==> src/rtl/canxl_pkg.sv <==
// -----------------------------------------------------------------------------
// canxl_pkg
// Shared CAN XL definitions for the preface CRC (PCRC) generator and checker.
//   PCRC_W    : PCRC width (13 bits)
//   PCRC_POLY : PCRC generator polynomial, implicit x^13 term
//   pcrc_chk_state_t : RX PCRC checker states
// -----------------------------------------------------------------------------
package canxl_pkg;

  localparam int unsigned PCRC_W = 13;
  localparam logic [PCRC_W-1:0] PCRC_POLY = 13'h19E7;

  typedef enum logic [1:0] {
    IDLE,
    PREFACE,
    FIELD,
    CHECK
  } pcrc_chk_state_t;

endpackage

==> src/rtl/canxl_pcrc_lfsr.sv <==
// -----------------------------------------------------------------------------
// canxl_pcrc_lfsr
// Single-step serial PCRC register, shared by the TX generator and RX checker.
// Ports:
//   clk    : clock
//   g_rst  : asynchronous active-high reset
//   i_clr  : synchronous clear to zero (wins over i_en)
//   i_en   : advance the CRC by one bit
//   i_bit  : data bit to fold in
//   o_crc  : current CRC value
// -----------------------------------------------------------------------------
module canxl_pcrc_lfsr
  import canxl_pkg::*;
#(
  parameter int unsigned      W    = PCRC_W,
  parameter logic [W-1:0]     POLY = PCRC_POLY
) (
  input  logic         clk,
  input  logic         g_rst,
  input  logic         i_clr,
  input  logic         i_en,
  input  logic         i_bit,
  output logic [W-1:0] o_crc
);

  logic [W-1:0] r_crc;
  logic         w_fb;

  // Feedback: incoming bit against the outgoing MSB.
  assign w_fb = i_bit ^ r_crc[W-1];

  always_ff @(posedge clk or posedge g_rst) begin
    if (g_rst) begin
      r_crc <= '0;
    end else if (i_clr) begin
      r_crc <= '0;
    end else if (i_en) begin
      r_crc <= {r_crc[W-2:0], 1'b0} ^ (w_fb ? POLY : '0);
    end
  end

  assign o_crc = r_crc;

endmodule

==> src/rtl/canxl_pcrc_check.sv <==
// -----------------------------------------------------------------------------
// canxl_pcrc_check
// Receive-side CAN XL preface CRC checker. Accumulates the PCRC over destuffed
// preface bits, captures the 13-bit received PCRC field (MSB first, stuff bits
// skipped), compares them and issues a one-cycle verdict.
//
// Optional feature (macro CANXL_PCRC_ERRCNT_EN): adds o_pcrc_err_cnt, a
// saturating count of error verdicts cleared only by g_rst.
//
// Ports:
//   clk, g_rst        : clock, asynchronous active-high reset
//   i_rx_bit          : sampled bus bit
//   i_bit_valid       : one-cycle strobe, i_rx_bit is new
//   i_stuff_bit       : qualifies i_bit_valid as a stuff bit (ignored)
//   i_sof             : frame start, restarts the checker
//   i_preface_en      : bit belongs to the PCRC-protected preface
//   i_pcrc_field_en   : bit belongs to the PCRC field (wins over preface)
//   i_abort           : frame ended, clears the checker
//   o_pcrc_calc       : running/final computed CRC
//   o_pcrc_rcv        : captured received field
//   o_pcrc_done       : verdict strobe
//   o_pcrc_ok         : with done, match
//   o_pcrc_err        : with done, mismatch or truncated field
//   o_pcrc_trunc      : with err, field ended before 13 bits
//   o_busy            : checker not idle
//   o_pcrc_err_cnt    : (optional) saturating error-verdict counter
// -----------------------------------------------------------------------------
module canxl_pcrc_check
  import canxl_pkg::*;
#(
  parameter int unsigned          CRC_W = PCRC_W,
  parameter logic [CRC_W-1:0]     POLY  = PCRC_POLY
) (
  input  logic             clk,
  input  logic             g_rst,
  input  logic             i_rx_bit,
  input  logic             i_bit_valid,
  input  logic             i_stuff_bit,
  input  logic             i_sof,
  input  logic             i_preface_en,
  input  logic             i_pcrc_field_en,
  input  logic             i_abort,
  output logic [CRC_W-1:0] o_pcrc_calc,
  output logic [CRC_W-1:0] o_pcrc_rcv,
  output logic             o_pcrc_done,
  output logic             o_pcrc_ok,
  output logic             o_pcrc_err,
  output logic             o_pcrc_trunc,
  output logic             o_busy
`ifdef CANXL_PCRC_ERRCNT_EN
  ,
  output logic [7:0]       o_pcrc_err_cnt
`endif
);

  localparam int unsigned CNT_W = $clog2(CRC_W + 1);

  pcrc_chk_state_t  r_state;
  logic [CRC_W-1:0] r_rcv;
  logic [CNT_W-1:0] r_cnt;
  logic             r_trunc;

  logic             w_ebit;
  logic             w_clr;
  logic             w_crc_en;
  logic [CRC_W-1:0] w_calc;
  logic             w_verdict;
  logic             w_match;

  // Stuff bits carry no data: they never touch CRC, capture or state.
  assign w_ebit = i_bit_valid & ~i_stuff_bit;
  assign w_clr  = i_abort | i_sof;

  // Only preface bits in PREFACE feed the CRC; a field bit takes precedence.
  assign w_crc_en = ~w_clr & (r_state == PREFACE) & w_ebit & i_preface_en &
                    ~i_pcrc_field_en;

  canxl_pcrc_lfsr #(
    .W    (CRC_W),
    .POLY (POLY)
  ) u_lfsr (
    .clk   (clk),
    .g_rst (g_rst),
    .i_clr (w_clr),
    .i_en  (w_crc_en),
    .i_bit (i_rx_bit),
    .o_crc (w_calc)
  );

  always_ff @(posedge clk or posedge g_rst) begin
    if (g_rst) begin
      r_state <= IDLE;
      r_rcv   <= '0;
      r_cnt   <= '0;
      r_trunc <= 1'b0;
    end else if (i_abort) begin
      r_state <= IDLE;
      r_rcv   <= '0;
      r_cnt   <= '0;
      r_trunc <= 1'b0;
    end else if (i_sof) begin
      r_state <= PREFACE;
      r_rcv   <= '0;
      r_cnt   <= '0;
      r_trunc <= 1'b0;
    end else begin
      unique case (r_state)
        IDLE: begin
          r_state <= IDLE;
        end
        PREFACE: begin
          // First field bit is captured on the transition itself.
          if (w_ebit && i_pcrc_field_en) begin
            r_rcv   <= {r_rcv[CRC_W-2:0], i_rx_bit};
            r_cnt   <= CNT_W'(1);
            r_trunc <= 1'b0;
            r_state <= FIELD;
          end
        end
        FIELD: begin
          if (w_ebit) begin
            if (i_pcrc_field_en) begin
              r_rcv <= {r_rcv[CRC_W-2:0], i_rx_bit};
              r_cnt <= r_cnt + CNT_W'(1);
              if (r_cnt == CNT_W'(CRC_W - 1)) begin
                r_state <= CHECK;
              end
            end else begin
              // Field ended early.
              r_trunc <= 1'b1;
              r_state <= CHECK;
            end
          end
        end
        CHECK: begin
          r_state <= IDLE;
        end
        default: begin
          r_state <= IDLE;
        end
      endcase
    end
  end

  // The verdict is qualified in the CHECK cycle itself so that a same-cycle
  // sof or abort can suppress it.
  assign w_verdict = (r_state == CHECK) & ~i_sof & ~i_abort;
  assign w_match   = ~r_trunc & (r_rcv == w_calc);

  assign o_pcrc_done  = w_verdict;
  assign o_pcrc_ok    = w_verdict & w_match;
  assign o_pcrc_err   = w_verdict & ~w_match;
  assign o_pcrc_trunc = w_verdict & r_trunc;
  assign o_pcrc_calc  = w_calc;
  assign o_pcrc_rcv   = r_rcv;
  assign o_busy       = (r_state != IDLE);

`ifdef CANXL_PCRC_ERRCNT_EN
  logic [7:0] r_err_cnt;

  // Survives sof/abort; only g_rst clears it.
  always_ff @(posedge clk or posedge g_rst) begin
    if (g_rst) begin
      r_err_cnt <= '0;
    end else if (o_pcrc_err && (r_err_cnt != 8'hFF)) begin
      r_err_cnt <= r_err_cnt + 8'd1;
    end
  end

  assign o_pcrc_err_cnt = r_err_cnt;
`endif

endmodule

==> config.mk <==
export PLATFORM = sky130hd
export DESIGN_NAME = canxl_pcrc_check
export DESIGN_NICKNAME = d
export VERILOG_FILES = /design/src/rtl/canxl_pkg.sv /design/src/rtl/canxl_pcrc_lfsr.sv /design/src/rtl/canxl_pcrc_check.sv
export SDC_FILE = /design/constraint.sdc
export NUM_CORES = 1
export LEC_CHECK = 0
export CORE_ASPECT_RATIO = 1.2
export CORE_UTILIZATION = 45
export DETAILED_ROUTE_END_ITERATION = 12
export PLACE_DENSITY = 0.79
export SYNTH_ARGS = -nofsm -noshare
export SYNTH_HDL_FRONTEND = slang
export SYNTH_SLANG_ARGS = --single-unit
==> constraint.sdc <==
create_clock -name clk -period 1.7 [get_ports clk]
set_input_delay 0.51 -clock clk [delete_from_list [all_inputs] [get_ports clk]]
set_output_delay 0.51 -clock clk [all_outputs]
set_load 0.02 [all_outputs]
==> impl_results.md <==
* Post-Syn Area at 1830 um^2
* Worst R2R Start: r_state[0]
* Pleak at 1.58 nW
* Endpoints failing hold at 0
* Post-synth cell types at 32
* Die Y at 71.9 um
* Worst-path clk slew at 0.07 ns
* Routability Congestion at 0.870
* Seq cells post-synth at 33
* DRT Pass-1 Iters at 4
* Design Power at 1.75 mW
* I/O Buffers at 39
* RSZ-0062 raised after global routing: true
* Final Max Tran Viols at 0
* TritonCTS Buffers at 5
* Post-Synth Adder-Cell Area at 0.0410
* Cell area after layout at 2990 um^2
* I/O pin total at 40
* Area of the core at 3910 um^2
* Xor and xnor fraction of the mapped netlist area at 0.119
* R2r worst-path depth at 9
* Largest net degree at the start of global routing at 34
* Avg Synthesized Cell Area at 10.4 um^2
* R2r endpoint: r_cnt[2]
* Fillers at 272
* Die width at 60.3 um
* Critical path type: flop to primary output
* Nets at 291
* Skew-Pair Late Insertion Delay at 0.29 ns
* Arr. time, crit path at 1.88 ns
* P&R area growth vs syn at 63.1%
* Mapped Cells at 177
* Drt wl/cell at 16.4 um
* Worst hold path class: input port to asynchronous set/reset pin
* Inserted Diodes at 0
* Seq/Total Area, Yosys at 0.451
* Fmax at 418 MHz
* Compound-Gate Fraction of Synth Area at 0.0526
* Die Area at 4330 um^2
* Via total after detailed routing at 1701
* CTS Sinks at 33
* Peak supply drop at 0.481 mV
* Largest family of logic cells by synthesized area: simple AND/OR/NAND/NOR gates
* Pwr dens at 584 nW/um^2
* Number of synthesized flops with an enable pin at 0
* Failing checks: negative setup slack
* Worst Path Required at 1.19 ns
* Tcrit/Tclk final at 1.41
* First-pass GRT wire length at 7.62 mm
* Max Buffers Root-to-Sink at 2
* # setup viols final at 6
* Max Clock Skew at 0.00387 ns
* Initial core utilization at 0.469
* H-tree levels at 2
* Worst Setup Start Kind: flop
* Slew @ Worst Pin at 0.314 ns
* Remaining DRCs at 0
* Initial drt markers at 64
* Max Cap Violations at 0
* Avg Vias per Cell at 5.14
* Status: finished, violations left
* Fraction of layout cells with a size suffix above 1 at 0.397
* Main flop type after synthesis: dfrtp_1
* Root Buffer: clkbuf_8
* Sequential Area at 843 um^2
* R2R setup slack at -0.01 ns
* CTS tree: done
* Ys async rst share at 1.00
* Final min period at 2.39 ns
* Final HPWL DP at 3.32 mm
* Crit path max fanout at 2
* Syn nets at 192
* Setup slack after layout at -0.690 ns
* Synth Area in Simple Gates at 0.155
* Placement Rows at 25
* GR Overflow Total at 0
* Critical Path Sink Type: primary output
* WL final at 5.44 mm
* Multi-input gate area at 1070 um^2
* Vias in the first global route at 1652
* Mux cell area share after synthesis at 0.142
* Placed cell areas at 2660 um^2
* Initial antenna violation count at 0
* Ys Warns at 0
* Tot GR Track Use at 0.244
* Worst slew margin at 0.790
* Core Util, Final at 0.765
* DRT antenna net count at 0
[area by class of cell]
cell class              instances  area share
inverters                       8      0.0117
clock buffers                   6      0.0243
well taps                      54      0.0226
clock inverters                 2     0.00335
flip-flops and latches         33       0.282
multi-input cells             129       0.359
repair buffers                 99       0.297
[through the flow]
stage / std cells / worst slack, ns / setup TNS, ns / hold slack (ns)
after global placement: 311 / -0.849 / -12.27 / 0.540
after floorplan: 177 / -0.0765 / -0.127 / 0.507
after detailed placement: 311 / -0.898 / -13.07 / 0.547
after CTS: 323 / -0.587 / -1.99 / 0.565
after global routing: 331 / -0.724 / -2.50 / 0.586
final: 331 / -0.690 / -1.44 / 0.562
[registers in the layout, indices dropped and copies added, names as in the netlist]
name and cells:
u_lfsr.o_crc 13, r_trunc 1, r_state 2, o_pcrc_rcv 13
r_cnt 4
[what timing repair did]
action,CTS,global route
buffers inserted,4,7
pin swaps,9,12
setup endpoints to repair,62,42
cloned,0,1
resized for setup,75,30
hold buffers,0,0
[worst max-delay path: stages (launching register included)]
cell,delay (ns)
dfrtp_2,0.41
xor2_1,0.17
nor4_2,0.34
nand4_1,0.23
buf_4,0.19
and2_4,0.13
buf_6,0.12
[routing by layer]
metal  global-route usage  vias up  share of wire
li1                     -      791              -
met4                0.124        0          0.033
met1                0.278      828           0.38
met2                0.416       67           0.54
met3               0.0553       15          0.049
met5                    0        -              0
[report_power, final]
group / total, mW / switching, mW / internal, mW
logic: 0.383 / 0.192 / 0.191
registers: 0.799 / 0.00631 / 0.793
clock network: 0.566 / 0.282 / 0.283
[synth_stat cells (all sizes together), types with 2 or more instances]
| cell type | instances | area [um^2] |
|---|---|---|
| nor3 | 2 | 15.0 |
| ha | 6 | 75.1 |
| o21bai | 2 | 15.0 |
| nand4 | 3 | 18.8 |
| a21oi | 4 | 20.0 |
| buf | 4 | 32.5 |
| clkbuf | 3 | 11.3 |
| nor2 | 33 | 124 |
| or3 | 2 | 12.5 |
| inv | 8 | 30.0 |
| xor2 | 14 | 123 |
| xnor2 | 10 | 95.1 |
| mux2i | 26 | 260 |
| nand3 | 2 | 10.0 |
| o21ai | 4 | 31.3 |
| nand2b | 4 | 32.5 |
| a211oi | 2 | 15.0 |
| dfrtp | 33 | 826 |
| nand2 | 5 | 18.8 |
| nor4 | 4 | 25.0 |
[cell usage in the layout (no fill, tap or decap), drive strengths merged, types with 5 or more instances in the layout]
master	n
xor2	14
nand2	5
dfrtp	33
ha	6
mux2i	26
xnor2	10
inv	8
buf	64
clkbuf	8
clkdlybuf4s15	6
nor2	33
dlygate4sd2	20
[logic make-up after synthesis]
group,Yosys count
and+or+nand+nor,59
DFF,33
muxes,26
buffers and inverters,15
adders and majority gates,6
xor gates and xnor gates,24
AOI/OAI and AO/OA,14
[how the worst max path moves through the flow]
stage | startpoint | end | slack (ns) | depth (start not counted)
2_1_floorplan | o_pcrc_rcv[5] | o_pcrc_err | -0.08 | 4
3_3_place_gp | i_sof | o_pcrc_err | -0.85 | 6
3_5_place_dp | i_abort | o_pcrc_err | -0.90 | 6
4_1_cts | o_pcrc_rcv[3] | o_pcrc_err | -0.59 | 6
5_1_grt | o_pcrc_rcv[5] | o_pcrc_err | -0.72 | 6
6_report | o_pcrc_rcv[5] | o_pcrc_err | -0.69 | 6
Power figures use the tool's default switching activity.
